**config.mk**
```make
export PLATFORM = sky130hd
export DESIGN_NAME = ipc_mailbox_mc
export DESIGN_NICKNAME = d
export VERILOG_FILES = /design/src/rtl/ipc_mailbox_mc.sv
export SDC_FILE = /design/constraint.sdc
export NUM_CORES = 2
export LEC_CHECK = 0
export ABC_CLOCK_PERIOD_IN_PS = 11820
export BUFFER_PORTS_ARGS = -buffer_cell sky130_fd_sc_hd__buf_2
export CAP_MARGIN = 10
export CORE_MARGIN = 1.5
export CORE_UTILIZATION = 65
export CTS_BUF_LIST = sky130_fd_sc_hd__clkbuf_4
export CTS_CLUSTER_DIAMETER = 150
export CTS_CLUSTER_SIZE = 10
export DETAILED_ROUTE_END_ITERATION = 10
export GPL_TIMING_DRIVEN = 0
export PLACE_DENSITY = 0.85
export SETUP_SLACK_MARGIN = 0.5
export SLEW_MARGIN = 20
export SYNTH_ARGS = -nofsm -noshare
export SYNTH_HDL_FRONTEND = slang
export SYNTH_SLANG_ARGS = --single-unit
export TNS_END_PERCENT = 5
```
**constraint.sdc**
```tcl
create_clock -name clk_clk -period 11.82 [get_ports clk_clk]
set_input_delay 1.773 -clock clk_clk [delete_from_list [all_inputs] [get_ports clk_clk]]
set_output_delay 1.773 -clock clk_clk [all_outputs]
set_load 0.02 [all_outputs]
```
**src/rtl/ipc_mailbox_mc.sv**
```systemverilog
// ipc_mailbox_mc: NUM_CH-channel ARM<->Nios mailbox, one DEPTH-word FIFO per direction per channel.
// Define IPC_MBOX_THRESH_EN to add a per-side inbound-count threshold interrupt (IRQ_PEND bit3).
module ipc_mailbox_mc #(
  parameter int NUM_CH = 4,
  parameter int DEPTH = 8,
  parameter int DATA_W = 32,
  localparam int CH_W = NUM_CH > 1 ? $clog2(NUM_CH) : 1
) (
  input  logic            clk_clk,
  input  logic            reset_reset,
  input  logic [CH_W+1:0] arm_address,
  input  logic            arm_read,
  input  logic            arm_write,
  input  logic [31:0]     arm_writedata,
  output logic [31:0]     arm_readdata,
  output logic            arm_irq,
  input  logic [CH_W+1:0] nios_address,
  input  logic            nios_read,
  input  logic            nios_write,
  input  logic [31:0]     nios_writedata,
  output logic [31:0]     nios_readdata,
  output logic            nios_irq
);
  localparam int AW = $clog2(DEPTH);
  localparam int CW = $clog2(DEPTH + 1);
  localparam int NF = 2 * NUM_CH;
  // side 0 is ARM, side 1 is Nios; FIFO index {ch, d} holds words pushed by side d
  logic [1:0] rd, wr, hit, irq;
  logic [CH_W-1:0] ch [2];
  logic [1:0] rg [2];
  logic [31:0] wdata [2], rdv [2], rdata [2];
  logic [CH_W:0] fi [2], fo [2];
  logic [DATA_W-1:0] mem [NF][DEPTH];
  logic [AW-1:0] wp [NF], rp [NF];
  logic [CW-1:0] cnt [NF], cnt_nxt [NF];
  logic [NF-1:0] push, pop, push_ok, pop_ok, act;
  logic [3:0] en [2][NUM_CH], pend [2][NUM_CH];
  logic ovf [2][NUM_CH], udf [2][NUM_CH], thr [2][NUM_CH], wsel [2][NUM_CH];

  assign rd = {nios_read, arm_read};
  assign wr = {nios_write, arm_write};
  assign ch[0] = arm_address[CH_W+1:2];
  assign ch[1] = nios_address[CH_W+1:2];
  assign rg[0] = arm_address[1:0];
  assign rg[1] = nios_address[1:0];
  assign wdata[0] = arm_writedata;
  assign wdata[1] = nios_writedata;
  assign arm_readdata = rdata[0];
  assign nios_readdata = rdata[1];
  assign arm_irq = irq[0];
  assign nios_irq = irq[1];

  always_comb begin
    for (int s = 0; s < 2; s++) begin
      hit[s] = 32'(ch[s]) < NUM_CH;
      fo[s] = {ch[s], 1'(s)};
      fi[s] = {ch[s], 1'(1 - s)};
    end
  end

  // a push into a full FIFO is kept only when the opposite side pops it in the same cycle
  always_comb begin
    for (int f = 0; f < NF; f++) begin
      push[f] = wr[f%2] && hit[f%2] && rg[f%2] == 2'd0 && ch[f%2] == CH_W'(f/2);
      pop[f] = rd[1-f%2] && hit[1-f%2] && rg[1-f%2] == 2'd0 && ch[1-f%2] == CH_W'(f/2);
      pop_ok[f] = pop[f] && cnt[f] != '0;
      push_ok[f] = push[f] && (cnt[f] != CW'(DEPTH) || pop_ok[f]);
      cnt_nxt[f] = cnt[f] + CW'(push_ok[f]) - CW'(pop_ok[f]);
    end
  end

  always_ff @(posedge clk_clk) begin
    for (int f = 0; f < NF; f++) begin
      if (reset_reset) begin
        wp[f] <= '0;
        rp[f] <= '0;
        cnt[f] <= '0;
      end else begin
        if (push_ok[f]) wp[f] <= wp[f] + AW'(1);
        if (pop_ok[f]) rp[f] <= rp[f] + AW'(1);
        cnt[f] <= cnt_nxt[f];
      end
    end
  end

  always_ff @(posedge clk_clk) begin
    for (int f = 0; f < NF; f++)
      if (push_ok[f]) mem[f][wp[f]] <= wdata[f%2][DATA_W-1:0];
  end

  always_comb begin
    act = '0;
    for (int s = 0; s < 2; s++) begin
      for (int c = 0; c < NUM_CH; c++) begin
        wsel[s][c] = wr[s] && hit[s] && ch[s] == CH_W'(c);
        pend[s][c] = {thr[s][c], udf[s][c], ovf[s][c], cnt[2*c+1-s] != '0};
        act[s*NUM_CH+c] = |(pend[s][c] & en[s][c]);
      end
    end
  end

  // sticky flags: a hardware set in the same cycle as a W1C wins
  always_ff @(posedge clk_clk) begin
    for (int s = 0; s < 2; s++) begin
      for (int c = 0; c < NUM_CH; c++) begin
        if (reset_reset) begin
          en[s][c] <= '0;
          ovf[s][c] <= 1'b0;
          udf[s][c] <= 1'b0;
        end else begin
          if (wsel[s][c] && rg[s] == 2'd2) en[s][c] <= wdata[s][3:0];
          ovf[s][c] <= (push[2*c+s] && !push_ok[2*c+s]) || (ovf[s][c] && !(wsel[s][c] && rg[s] == 2'd3 && wdata[s][1]));
          udf[s][c] <= (pop[2*c+1-s] && !pop_ok[2*c+1-s]) || (udf[s][c] && !(wsel[s][c] && rg[s] == 2'd3 && wdata[s][2]));
        end
      end
    end
  end

`ifdef IPC_MBOX_THRESH_EN
  logic [15:0] tval [2][NUM_CH];
  always_ff @(posedge clk_clk) begin
    for (int s = 0; s < 2; s++) begin
      for (int c = 0; c < NUM_CH; c++) begin
        if (reset_reset) begin
          tval[s][c] <= '0;
          thr[s][c] <= 1'b0;
        end else begin
          if (wsel[s][c] && rg[s] == 2'd1) tval[s][c] <= wdata[s][15:0];
          thr[s][c] <= (tval[s][c] != '0 && 16'(cnt[2*c+1-s]) < tval[s][c] && 16'(cnt_nxt[2*c+1-s]) >= tval[s][c])
                       || (thr[s][c] && !(wsel[s][c] && rg[s] == 2'd3 && wdata[s][3]));
        end
      end
    end
  end
`else
  always_comb begin
    for (int s = 0; s < 2; s++)
      for (int c = 0; c < NUM_CH; c++)
        thr[s][c] = 1'b0;
  end
`endif

  always_comb begin
    for (int s = 0; s < 2; s++)
      rdv[s] = !hit[s] ? 32'd0 :
               rg[s] == 2'd0 ? (cnt[fi[s]] != '0 ? 32'(mem[fi[s]][rp[fi[s]]]) : 32'd0) :
               rg[s] == 2'd1 ? {16'(DEPTH - 32'(cnt[fo[s]])), 16'(cnt[fi[s]])} :
               rg[s] == 2'd2 ? {28'd0, en[s][ch[s]]} : {28'd0, pend[s][ch[s]]};
  end

  always_ff @(posedge clk_clk) begin
    if (reset_reset) begin
      rdata[0] <= '0;
      rdata[1] <= '0;
      irq <= '0;
    end else begin
      rdata[0] <= rd[0] ? rdv[0] : 32'd0;
      rdata[1] <= rd[1] ? rdv[1] : 32'd0;
      irq[0] <= |act[NUM_CH-1:0];
      irq[1] <= |act[NF-1:NUM_CH];
    end
  end
endmodule

```
==> impl_metrics.json <==
{
  "area_delta_synth_final_pct": 9.09,
  "cp-start-kind": "primary input",
  "drcViolationCount": 0,
  "cts_sinks": 2242,
  "drt_pass1_iterations": 7,
  "final_cells": 6717,
  "fin_area_um2": 96500,
  "fin_nets": 4962,
  "drt_iter0_drc": 7747,
  "root_buffer": "clkbuf_4",
  "ant_nets": 0,
  "synth_area_leaders": "edfxtp_1, mux4_2, mux2i_1",
  "power.leakage_nw": 31.0,
  "cts_max_level": 5,
  "placed_cell_area_um2": 93600,
  "antenna_found_initial": 17,
  "synth_seq_cells": 2242,
  "status": "finished, final reports clean",
  "setup_viol": 0,
  "synth-simple-area-share": 0.0327,
  "io_pins": 144,
  "synthMuxAreaShare": 0.169,
  "grt_usage": 0.328,
  "synth_area_leader_cell": "edfxtp_1",
  "die_w_um": 372,
  "cts.clk_slew.worst_paths_ns": 0.11,
  "max_slew_margin": 0.189,
  "seq_area_frac_synth": 0.748,
  "avgSynthCellArea_um2": 20.7,
  "rows": 135,
  "rsz0062_at_grt": "false",
  "synth_compound_area_frac": 0.0194,
  "drive_gt1_frac": 0.295,
  "met1_usage": 0.451,
  "vias": 47400,
  "hold_viol_final": 0,
  "whs_ns": 0.518,
  "clk_path_buf_depth": 4,
  "ff2ff_path_depth": 9,
  "viasPerCell": 7.05,
  "period_needed_ns": 4.73,
  "cts_setup_buffers": 0,
  "ys_warn_count": 0,
  "gr-usage-met3": 0.0988,
  "clock_insertion_delay_worst_skew_ns": 1.35,
  "cts_tree": "done",
  "endpoint_kind": "flop",
  "post-place-cells": 6319,
  "slew_violations": 0,
  "max_cap_viol_count": 0,
  "grtUsageMet2": 0.497,
  "die_area_um2": 138000,
  "yosys-top-cells-count": "edfxtp_1, mux4_2, mux2i_1",
  "synth_xor_area_frac": 0.00356,
  "grt.busiest_layer": "met2",
  "syn_area_um2": 88500,
  "cts_resized": 0,
  "routed_wl_um": 225000,
  "grt_pass1_wl_um": 319000,
  "grt-ovfl-total": 0,
  "grt_max_degree": 38,
  "cts_hold_buf": 0,
  "synth_edf_count": 2128,
  "synth_top_family_by_area": "multiplexers",
  "synthFlopType": "edfxtp_1",
  "min-delay-path-class": "reg2reg",
  "path_class": "in2reg",
  "start_util": 0.654,
  "post_drt_wl_per_cell_um": 33.5,
  "maxClockFrequency_mhz": 211,
  "syn_inst": 4274,
  "hold_depth": 2,
  "synth.most_common_cell": "edfxtp_1",
  "p_per_area_nw_per_um2": 141,
  "yosys.area_share.adder": 0.0106,
  "synth_top_area_frac": 0.722,
  "port_buffers": 140,
  "fp.dieH_um": 372,
  "finalPower_w": 0.0136,
  "syn_nets": 4422,
  "place_congestion": 0.957,
  "fin_skew_ns": 0.0914,
  "grt_pass1_vias": 47400,
  "core_area_um2": 135000,
  "synth.distinct_cells": 57,
  "synth-async-reset-ratio": 0,
  "worstMarginPinSlew_ns": 1.22,
  "ir_drop_mv": 0.128,
  "critPathMaxFanout": 10,
  "cp_data_arrival_time_ns": 5.70,
  "worstPathRequired_ns": 12.79,
  "place.detailed.hpwl_um": 150000,
  "timing.final.crit_share": 0.400,
  "cts_buffers": 274,
  "tns_ns": 0
}
[cell usage in the layout, fill, tap and decap left out, types with 8 or more instances in the layout]
master and count:
buf_12 34, nor3_1 35, o21bai_1 8, a22oi_1 34
dfxtp_1 114, nand2_1 182, buf_4 113, nand4_1 14
edfxtp_1 2128, diode_2 22, a21oi_1 63, fa_1 8
ha_1 62, mux4_2 546, nor2_1 62, inv_1 57
nor2b_1 38, buf_16 19, buf_1 23, o22ai_1 8
clkbuf_1 56, clkbuf_4 371, a211oi_1 16, o21ai_0 39
buf_2 213, nor3_2 16, mux2i_1 232, nor3b_1 17
a31oi_1 10, nand2b_1 45, mux2_2 24, nor2_4 48
a21o_1 9, nand3_1 73, and2_1 35, a221oi_1 19
buf_6 28, xnor2_1 29, or3b_2 9
[layer usage]
metal / vias up / wire (um)
met3: 675 / 32300
met1: 24000 / 78500
met5: - / 10
met2: 4003 / 105000
li1: 18700 / -
met4: 2 / 9430
[state kept, by name, summed over array words and instances (netlist names)]
signal and cells:
wp 24, cnt 32, rdata 64, irq 2, ovf 8, mem 2048
rp 24, udf 8, en 32
[layout make-up]
type / count / area (um^2)
inverters: 59 / 221
well taps: 1781 / 2230
clock buffers: 371 / 2790
diodes: 22 / 55.1
clock inverters: 5 / 50.0
multi-input cells: 1751 / 21200
repair buffers: 264 / 2480
flip-flops and latches: 2242 / 66200
fillers: 7409 / 38800
plain buffers: 222 / 1250
[worst paths after layout]
path,startpoint,end,slack (ns)
worst min-delay path,ovf[0][0],ovf[0][0],0.52
worst min register to register,ovf[0][0],ovf[0][0],0.52
worst max register to register,cnt[3][6],mem[7][201],7.51
worst max-delay path,nios_address[1],mem[2][199],7.09
[kinds of logic after synthesis]
kind of cell,Yosys count
adders and majority gates,70
and+or+nand+nor,593
AOI/OAI and AO/OA,248
buffers and inverters,281
xor gates and xnor gates,36
muxes,804
DFF,2242
[metrics by stage]
stage / util / setup slack (ns)
6_report: 0.713 / 7.09
4_1_cts: 0.713 / 7.33
5_1_grt: 0.713 / 7.15
3_3_place_gp: 0.675 / 2.03
3_5_place_dp: 0.692 / 5.99
2_1_floorplan: - / 5.99
[power breakdown]
group          internal (W)  leakage [nW]  switching [W]
Clock               0.00145          1.74        0.00246
Sequential          0.00871          20.1      0.0000253
Combinational      0.000338          9.16       0.000611
[critical path, cell delays in order]
cell and delay (ns):
buf_2 0.16, clkbuf_1 0.24, nor4b_1 0.89, nand3_1 0.47, nand3_1 0.20, nand2_1 0.17, inv_1 0.18, nand2_1 0.24
nor3_2 0.71, buf_6 0.24, buf_4 0.21, buf_4 0.21
Note: power is estimated with default switching activity, not from simulation.
